$ cat src/rtl/vrf_read_sequencer_if.sv
// Operand-read handshake between vector dispatch, the read sequencer and the
// banked VRF read port. Master is the environment side, slave is the sequencer.
interface vrf_read_sequencer_if #(
  parameter int RPORT_NUM       = 3,
  parameter int VREG_ADDR_WIDTH = 6,
  parameter int FIELD_WIDTH     = 4,
  parameter int TAG_WIDTH       = 2
);
  logic                                 flush;
  logic                                 req_vld;
  logic                                 req_rdy;
  logic [RPORT_NUM-1:0]                 req_rs_vld;
  logic [RPORT_NUM*5-1:0]               req_rs_vreg;
  logic [RPORT_NUM*TAG_WIDTH-1:0]       req_rs_tag;
  logic [1:0]                           req_lmul;
  logic                                 vrf_busy;
  logic [RPORT_NUM-1:0]                 rd_vld;
  logic [RPORT_NUM*VREG_ADDR_WIDTH-1:0] rd_vaddr;
  logic [RPORT_NUM*TAG_WIDTH-1:0]       rd_rs_idx;
  logic [RPORT_NUM*FIELD_WIDTH-1:0]     rd_field_idx;
  logic                                 seq_done;

  modport master (
    output flush, req_vld, req_rs_vld, req_rs_vreg, req_rs_tag, req_lmul, vrf_busy,
    input  req_rdy, rd_vld, rd_vaddr, rd_rs_idx, rd_field_idx, seq_done
  );

  modport slave (
    input  flush, req_vld, req_rs_vld, req_rs_vreg, req_rs_tag, req_lmul, vrf_busy,
    output req_rdy, rd_vld, rd_vaddr, rd_rs_idx, rd_field_idx, seq_done
  );
endinterface

$ cat src/rtl/vrf_read_sequencer.sv
// Expands one multi-operand vector read request into SEG_NUM<<lmul segment
// beats, holding each packet until the register file accepts it.
module vrf_read_sequencer #(
  parameter int RPORT_NUM       = 3,
  parameter int ISA_VREG_NUM    = 32,
  parameter int SEG_NUM         = 2,
  parameter int VREG_ADDR_WIDTH = 6,
  parameter int FIELD_WIDTH     = 4,
  parameter int TAG_WIDTH       = 2
) (
  input  logic                  clk,
  input  logic                  rst,
  vrf_read_sequencer_if.slave   bus
);

  localparam int VREG_W = $clog2(ISA_VREG_NUM);

  typedef enum logic {IDLE, ISSUE} state_t;

  state_t                                 state_q, state_d;
  logic [FIELD_WIDTH-1:0]                 beat_q, beat_d;
  logic [RPORT_NUM-1:0]                   vld_q, vld_d;
  logic [RPORT_NUM-1:0][VREG_W-1:0]       base_q, base_d;
  logic [RPORT_NUM-1:0][TAG_WIDTH-1:0]    tag_q, tag_d;
  logic [1:0]                             lmul_q, lmul_d;
  logic                                   done_q, done_d;

  logic [FIELD_WIDTH-1:0] last_beat;
  logic                   is_last;
  logic                   rdy;
  logic                   accept;
  logic                   load;

  always_comb begin
    last_beat = FIELD_WIDTH'((SEG_NUM << lmul_q) - 1);
    is_last   = (beat_q == last_beat);
    rdy       = ~rst & ~bus.flush &
                ((state_q == IDLE) | ((state_q == ISSUE) & is_last & ~bus.vrf_busy));
    accept    = bus.req_vld & rdy;
    bus.req_rdy = rdy;
  end

  always_comb begin
    state_d = state_q;
    beat_d  = beat_q;
    vld_d   = vld_q;
    base_d  = base_q;
    tag_d   = tag_q;
    lmul_d  = lmul_q;
    done_d  = 1'b0;
    load    = 1'b0;

    case (state_q)
      IDLE: begin
        if (accept) begin
          if (|bus.req_rs_vld) load   = 1'b1;
          else                 done_d = 1'b1;
        end
      end
      ISSUE: begin
        if (bus.flush) begin
          state_d = IDLE;
          beat_d  = '0;
        end else if (!bus.vrf_busy) begin
          if (!is_last) begin
            beat_d = beat_q + 1'b1;
          end else begin
            done_d  = 1'b1;
            state_d = IDLE;
            beat_d  = '0;
            // A request taken on the final beat restarts the sequence without a bubble.
            if (accept && (|bus.req_rs_vld)) load = 1'b1;
          end
        end
      end
      default: state_d = IDLE;
    endcase

    if (load) begin
      state_d = ISSUE;
      beat_d  = '0;
      vld_d   = bus.req_rs_vld;
      lmul_d  = bus.req_lmul;
      for (int unsigned i = 0; i < RPORT_NUM; i++) begin
        base_d[i] = bus.req_rs_vreg[i*5 +: VREG_W] & ~VREG_W'((1 << bus.req_lmul) - 1);
        tag_d[i]  = bus.req_rs_tag[i*TAG_WIDTH +: TAG_WIDTH];
      end
    end
  end

  always_ff @(posedge clk or posedge rst) begin
    if (rst) begin
      state_q <= IDLE;
      beat_q  <= '0;
      vld_q   <= '0;
      base_q  <= '0;
      tag_q   <= '0;
      lmul_q  <= '0;
      done_q  <= 1'b0;
    end else begin
      state_q <= state_d;
      beat_q  <= beat_d;
      vld_q   <= vld_d;
      base_q  <= base_d;
      tag_q   <= tag_d;
      lmul_q  <= lmul_d;
      done_q  <= done_d;
    end
  end

  always_comb begin
    bus.rd_vld       = '0;
    bus.rd_vaddr     = '0;
    bus.rd_rs_idx    = '0;
    bus.rd_field_idx = '0;
    bus.seq_done     = done_q;
    for (int unsigned i = 0; i < RPORT_NUM; i++) begin
      if ((state_q == ISSUE) && vld_q[i]) begin
        bus.rd_vld[i] = 1'b1;
        bus.rd_vaddr[i*VREG_ADDR_WIDTH +: VREG_ADDR_WIDTH] =
          VREG_ADDR_WIDTH'(base_q[i] * SEG_NUM) + VREG_ADDR_WIDTH'(beat_q);
        bus.rd_rs_idx[i*TAG_WIDTH +: TAG_WIDTH]          = tag_q[i];
        bus.rd_field_idx[i*FIELD_WIDTH +: FIELD_WIDTH]   = beat_q;
      end
    end
  end

endmodule

$ cat src/flat_wrapper.sv
// flat-port wrapper written by rule: the top's interface ports become plain ports
module vrf_read_sequencer_flat 
#(
  parameter int RPORT_NUM       = 3,
  parameter int ISA_VREG_NUM    = 32,
  parameter int SEG_NUM         = 2,
  parameter int VREG_ADDR_WIDTH = 6,
  parameter int FIELD_WIDTH     = 4,
  parameter int TAG_WIDTH       = 2
)
  (clk, rst, bus_flush, bus_req_vld, bus_req_rs_vld, bus_req_rs_vreg, bus_req_rs_tag, bus_req_lmul, bus_vrf_busy, bus_req_rdy, bus_rd_vld, bus_rd_vaddr, bus_rd_rs_idx, bus_rd_field_idx, bus_seq_done);
  vrf_read_sequencer_if #(.RPORT_NUM(RPORT_NUM), .VREG_ADDR_WIDTH(VREG_ADDR_WIDTH), .FIELD_WIDTH(FIELD_WIDTH), .TAG_WIDTH(TAG_WIDTH)) bus_i ();
  input  logic clk;
  input  logic rst;
  input wire logic [$bits(bus_i.flush)-1:0] bus_flush;
  input wire logic [$bits(bus_i.req_vld)-1:0] bus_req_vld;
  input wire logic [$bits(bus_i.req_rs_vld)-1:0] bus_req_rs_vld;
  input wire logic [$bits(bus_i.req_rs_vreg)-1:0] bus_req_rs_vreg;
  input wire logic [$bits(bus_i.req_rs_tag)-1:0] bus_req_rs_tag;
  input wire logic [$bits(bus_i.req_lmul)-1:0] bus_req_lmul;
  input wire logic [$bits(bus_i.vrf_busy)-1:0] bus_vrf_busy;
  output wire logic [$bits(bus_i.req_rdy)-1:0] bus_req_rdy;
  output wire logic [$bits(bus_i.rd_vld)-1:0] bus_rd_vld;
  output wire logic [$bits(bus_i.rd_vaddr)-1:0] bus_rd_vaddr;
  output wire logic [$bits(bus_i.rd_rs_idx)-1:0] bus_rd_rs_idx;
  output wire logic [$bits(bus_i.rd_field_idx)-1:0] bus_rd_field_idx;
  output wire logic [$bits(bus_i.seq_done)-1:0] bus_seq_done;
  assign bus_i.flush = bus_flush;
  assign bus_i.req_vld = bus_req_vld;
  assign bus_i.req_rs_vld = bus_req_rs_vld;
  assign bus_i.req_rs_vreg = bus_req_rs_vreg;
  assign bus_i.req_rs_tag = bus_req_rs_tag;
  assign bus_i.req_lmul = bus_req_lmul;
  assign bus_i.vrf_busy = bus_vrf_busy;
  assign bus_req_rdy = bus_i.req_rdy;
  assign bus_rd_vld = bus_i.rd_vld;
  assign bus_rd_vaddr = bus_i.rd_vaddr;
  assign bus_rd_rs_idx = bus_i.rd_rs_idx;
  assign bus_rd_field_idx = bus_i.rd_field_idx;
  assign bus_seq_done = bus_i.seq_done;
  vrf_read_sequencer #(.RPORT_NUM(RPORT_NUM), .ISA_VREG_NUM(ISA_VREG_NUM), .SEG_NUM(SEG_NUM), .VREG_ADDR_WIDTH(VREG_ADDR_WIDTH), .FIELD_WIDTH(FIELD_WIDTH), .TAG_WIDTH(TAG_WIDTH)) u_core (.clk(clk), .rst(rst), .bus(bus_i));
endmodule
$ cat config.mk
export PLATFORM = sky130hd
export DESIGN_NAME = vrf_read_sequencer_flat
export DESIGN_NICKNAME = d
export VERILOG_FILES = /design/src/rtl/vrf_read_sequencer_if.sv /design/src/rtl/vrf_read_sequencer.sv /design/src/flat_wrapper.sv
export SDC_FILE = /design/constraint.sdc
export NUM_CORES = 1
export LEC_CHECK = 0
export CAP_MARGIN = 40
export CELL_PAD_IN_SITES_DETAIL_PLACEMENT = 1
export CELL_PAD_IN_SITES_GLOBAL_PLACEMENT = 1
export CORE_ASPECT_RATIO = 1.4
export CORE_MARGIN = 4
export CORE_UTILIZATION = 36
export DETAILED_ROUTE_END_ITERATION = 7
export PLACE_DENSITY_LB_ADDON = 0.15
export SETUP_SLACK_MARGIN = 0.02
export SYNTH_ARGS = -nofsm -noshare
export SYNTH_HDL_FRONTEND = slang
export SYNTH_SLANG_ARGS = --single-unit
$ cat constraint.sdc
create_clock -name clk -period 4 [get_ports clk]
set_input_delay 1.2 -clock clk [delete_from_list [all_inputs] [get_ports clk]]
set_output_delay 1.2 -clock clk [all_outputs]
set_load 0.005 [all_outputs]
==> reports/metrics.sh <==
FINAL_CELL_AREA_UM2=2950
CTS.REPORTEDPATHS.CLKPINSLEW_NS=0.07
FINAL_MAX_SLEW_VIOL_COUNT=0
CRITICAL_PATH.MAX_FANOUT=3
ROW_COUNT=32
CLOCK_INSERTION_DELAY_WORST_SKEW_NS=0.28
SYNTH_TOP_AREA_CELL='sky130_fd_sc_hd__dfrtp_1'
PLACEABLECOREAREA_UM2=5530
CRIT_END='bus_req_rdy'
MAXCAPVIOLCOUNT=0
GRT_SETUP_UNREPAIRED='false'
CRITICAL_PATH.REG2REG.ENDPOINT='u_core.tag_q[2]'
WORST_SLEW_PIN_SLEW_NS=0.485
IOPINCOUNT=72
NFILLCELLS=641
SYNTHDOMINANTCELLAREASHARE=0.392
CTS_ROOT_BUFFER='sky130_fd_sc_hd__clkbuf_8'
DRC=0
LAUNCHING_POINT_OF_THE_WORST_REG2REG_PATH='u_core.lmul_q[1]'
WORST_CASE_VDD_IR_DROP_mV=0.272
PLACEMENT.IO_BUFFERS=71
SYNTH_SEQUENTIAL_AREA_RATIO=0.392
POSTROUTEWIRELENGTH_UM=5520
P_LEAK_nW=1.34
NUMBER_OF_ANTENNA_VIOLATIONS_AT_THE_FIRST_CHECK_IN_GLOBAL_ROUTING=0
POWER_FRAC_SEQ=0.355
ANTENNA-DIODE-COUNT=0
POST-DP-HPWL_UM=4270
LAYOUT-DRIVE-GT1-SHARE=0.138
CTS-ROOT-TO-SINK-BUFFERS=2
CLKPWRFRAC=0.170
SYNTH_TOP_CELLS_BY_AREA='sky130_fd_sc_hd__dfrtp_1 39%, sky130_fd_sc_hd__mux2_2 10%, sky130_fd_sc_hd__and3_1 7.3%, sky130_fd_sc_hd__ha_1 6.1%, sky130_fd_sc_hd__fa_1 2.9%'
INTPOWER_mW=1.15
DR_TOTAL_VIAS=1756
FP.DIEH_UM=97.1
YS_SEQ_ELEMENTS=32
FINISH_STAGE_SETUP_VIOLS=0
H-TREE-DEPTH=2
POSTCTSSETUPBUFFERS=0
INITIAL_UTILIZATION=0.370
COMBPWRFRAC=0.475
PRE_CTS_SLACK_NS=0.269
FIN_WORST_HOLD_SLACK_NS=0.505
FIRSTDRTPASSITERS=3
MAX_SLEW_MARGIN=0.674
ANTENNA_LEFT=0
DIE_WIDTH_UM=71.7
STANDARD_CELL_AREA_AFTER_DETAILED_PLACEMENT_UM2=2850
PIN_COUNT_OF_THE_BIGGEST_NET_ENTERING_GLOBAL_ROUTING=33
ROUTE.DETAILED.VIAS_PER_INST=5.12
POWER_SWITCHING_SHARE=0.354
RR_WORST_DEPTH=6
SYNTH_FP_NETS=244
GLOBAL_ROUTE_WIRE_LENGTH_BEFORE_REPAIR_UM=9090
HOLD_BUFFERS=0
POWER.TOTAL_mW=1.78
POST-PLACE-CELLS=335
WIRE_PER_INST_UM=16.1
HOLD_VIOL=0
YOSYSWARNINGS=0
WORST_SLACK_NS=0.263
POST_SYNTH_INSTANCE_AREA_UM2=2040
GRT_USAGE=0.166
STARTPOINT_KIND_OF_THE_WORST_SETUP_TIMING_PATH='input pin'
REG2REG_SLACK_NS=1.68
WORSTHOLDPATHTYPE='register to register'
NUMCLOCKSINKS=32
HOLD_PATH_STARTPOINT='u_core.tag_q[5]'
WHS_PATH_DEPTH=1
FINAL_PERIOD_UTILIZATION=0.934
INSTANCE_COUNT_OF_THE_MAPPED_NETLIST=200
GP_CONGESTION=0.747
SETUP-TNS-FINAL_NS=0
AREA_GROWTH_SYN_TO_LAYOUT_PCT=44.6
DR.FIRST_ITER.DRC_COUNT=43
CTS-RESIZED-GATES=0
SYN-MEAN-INSTANCE-AREA_UM2=10.2
FLOORPLAN.DIE_AREA_UM2=6960
TRITONCTS='yes'
WORST-ENDPOINT-REQUIRED_NS=2.80
GRT_OVERFLOW=0
CRITICAL_PATH.STARTPOINT='bus_vrf_busy'
CP_DATA_ARRIVAL_TIME_NS=2.54
STATUS='finished clean'
NUMCTSBUFFERS=5
POST-ROUTE-MIN-PERIOD_NS=3.74
CLOCK.FMAX_MHz=268
POWERDENSITY_nW_PER_UM2=603
DESIGN.FINAL.NETS=318
TIMING.SETUP.CRITICAL_PATH_CLASS='input pin to output port'
NETSWITCHINGPOWER_mW=0.631
FIN_CELLS=343
FINAL_CORE_OCC=0.535
SYNTH_CELL_TYPES=40
WORST_CLOCK_SKEW_NS=0.00673
CRIT_PATH_END_KIND='output port'
FIRST_GLOBAL_VIAS=1901
## cell usage in the layout, fill, tap and decap left out, drive strengths merged, types with 2 or more instances in the layout
cell type      count
nand3b             2
a21o               3
buf                8
a21oi              9
clkdlybuf4s50     71
nor3b              2
o21ai              5
nor4b              2
nand2             14
fa                 3
clkbuf             6
dfrtp             32
mux2i              6
o211ai             2
a22oi              2
and3              24
xnor2              6
nor2b              6
nand3              2
nor2              15
mux2              20
inv               11
xor2               3
ha                10
## registers in the layout, indices dropped and copies added, names as in the netlist
| name | flops |
|---|---|
| u_core.base_q | 15 |
| u_core.tag_q | 6 |
| u_core.beat_q | 4 |
| u_core.vld_q | 3 |
| u_core.lmul_q | 2 |
| u_core.bus.seq_done | 1 |
| u_core.state_q | 1 |
## worst min path at each step
| stage | endpoint | slack [ns] |
|---|---|---|
| 3_5_place_dp | u_core.tag_q[5] | 0.49 |
| 3_3_place_gp | u_core.tag_q[1] | 0.48 |
| 2_1_floorplan | u_core.tag_q[5] | 0.47 |
| 6_report | u_core.tag_q[5] | 0.50 |
| 5_1_grt | u_core.tag_q[5] | 0.53 |
| 4_1_cts | u_core.tag_q[5] | 0.51 |
## synth_stat cells, drive strengths merged
| cell | count |
|---|---|
| a21o | 3 |
| nand3 | 2 |
| nand3b | 2 |
| clkbuf | 4 |
| nor2b | 6 |
| o21ai | 5 |
| nor3 | 1 |
| o31a | 1 |
| fa | 3 |
| o2111ai | 1 |
| nand2 | 14 |
| buf | 8 |
| or4 | 1 |
| nor3b | 2 |
| a21oi | 9 |
| o211ai | 2 |
| mux2i | 6 |
| and4 | 1 |
| ha | 10 |
| a31oi | 1 |
| nor4b | 2 |
| inv | 11 |
| xnor2 | 6 |
| dfrtp | 32 |
| nor4bb | 1 |
| and3 | 24 |
| nor2 | 15 |
| nor4 | 1 |
| mux2 | 20 |
| xor2 | 3 |
| a22oi | 2 |
| and2 | 1 |
## logic make-up (layout without fill, tap and decap cells)
logic type / count (synthesis) / after routing / synth area share
fa+ha+maj: 13 / 13 / 0.0906
flops: 32 / 32 / 0.392
mux: 26 / 26 / 0.141
simple gates: 73 / 73 / 0.196
xor+xnor: 9 / 9 / 0.0386
compound gates: 24 / 24 / 0.0759
buf+inv: 23 / 98 / 0.0655
## cell type report
| type | count | area (um2) | share of cell area |
|---|---|---|---|
| timing repair buffer | 79 | 803 | 0.272 |
| tap | 68 | 85.1 | 0.0288 |
| clock buffer | 6 | 72.6 | 0.0246 |
| clock inverter | 2 | 35.0 | 0.0119 |
| sequential | 32 | 801 | 0.271 |
| inverter | 11 | 41.3 | 0.0140 |
| multi-input combinational | 145 | 1120 | 0.378 |
## worst max-delay path, cell delays in order
cell,delay (ns)
sky130_fd_sc_hd__clkdlybuf4s50_1,0.45
sky130_fd_sc_hd__o21ai_0,0.24
sky130_fd_sc_hd__and2_1,0.16
sky130_fd_sc_hd__clkdlybuf4s50_1,0.49
## power by group through the flow
stage	clock (mW)	sequential, mW	combinational [mW]
after floorplan	0	0.583	0.508
after CTS	0.313	0.638	0.864
after global routing	0.330	0.661	0.952
after global placement	0	0.660	0.773
after detailed placement	0	0.644	0.858
final	0.303	0.633	0.847
## per-layer routing
metal	track usage	up-vias	part of all wire	wire length, um
met4	0.0507	0	0.013	72
met3	0.0373	5	0.054	297
li1	-	842	-	-
met2	0.292	47	0.54	2960
met1	0.196	862	0.40	2190
met5	0	-	0	0
No activity file was read; power rests on OpenSTA's default activity.
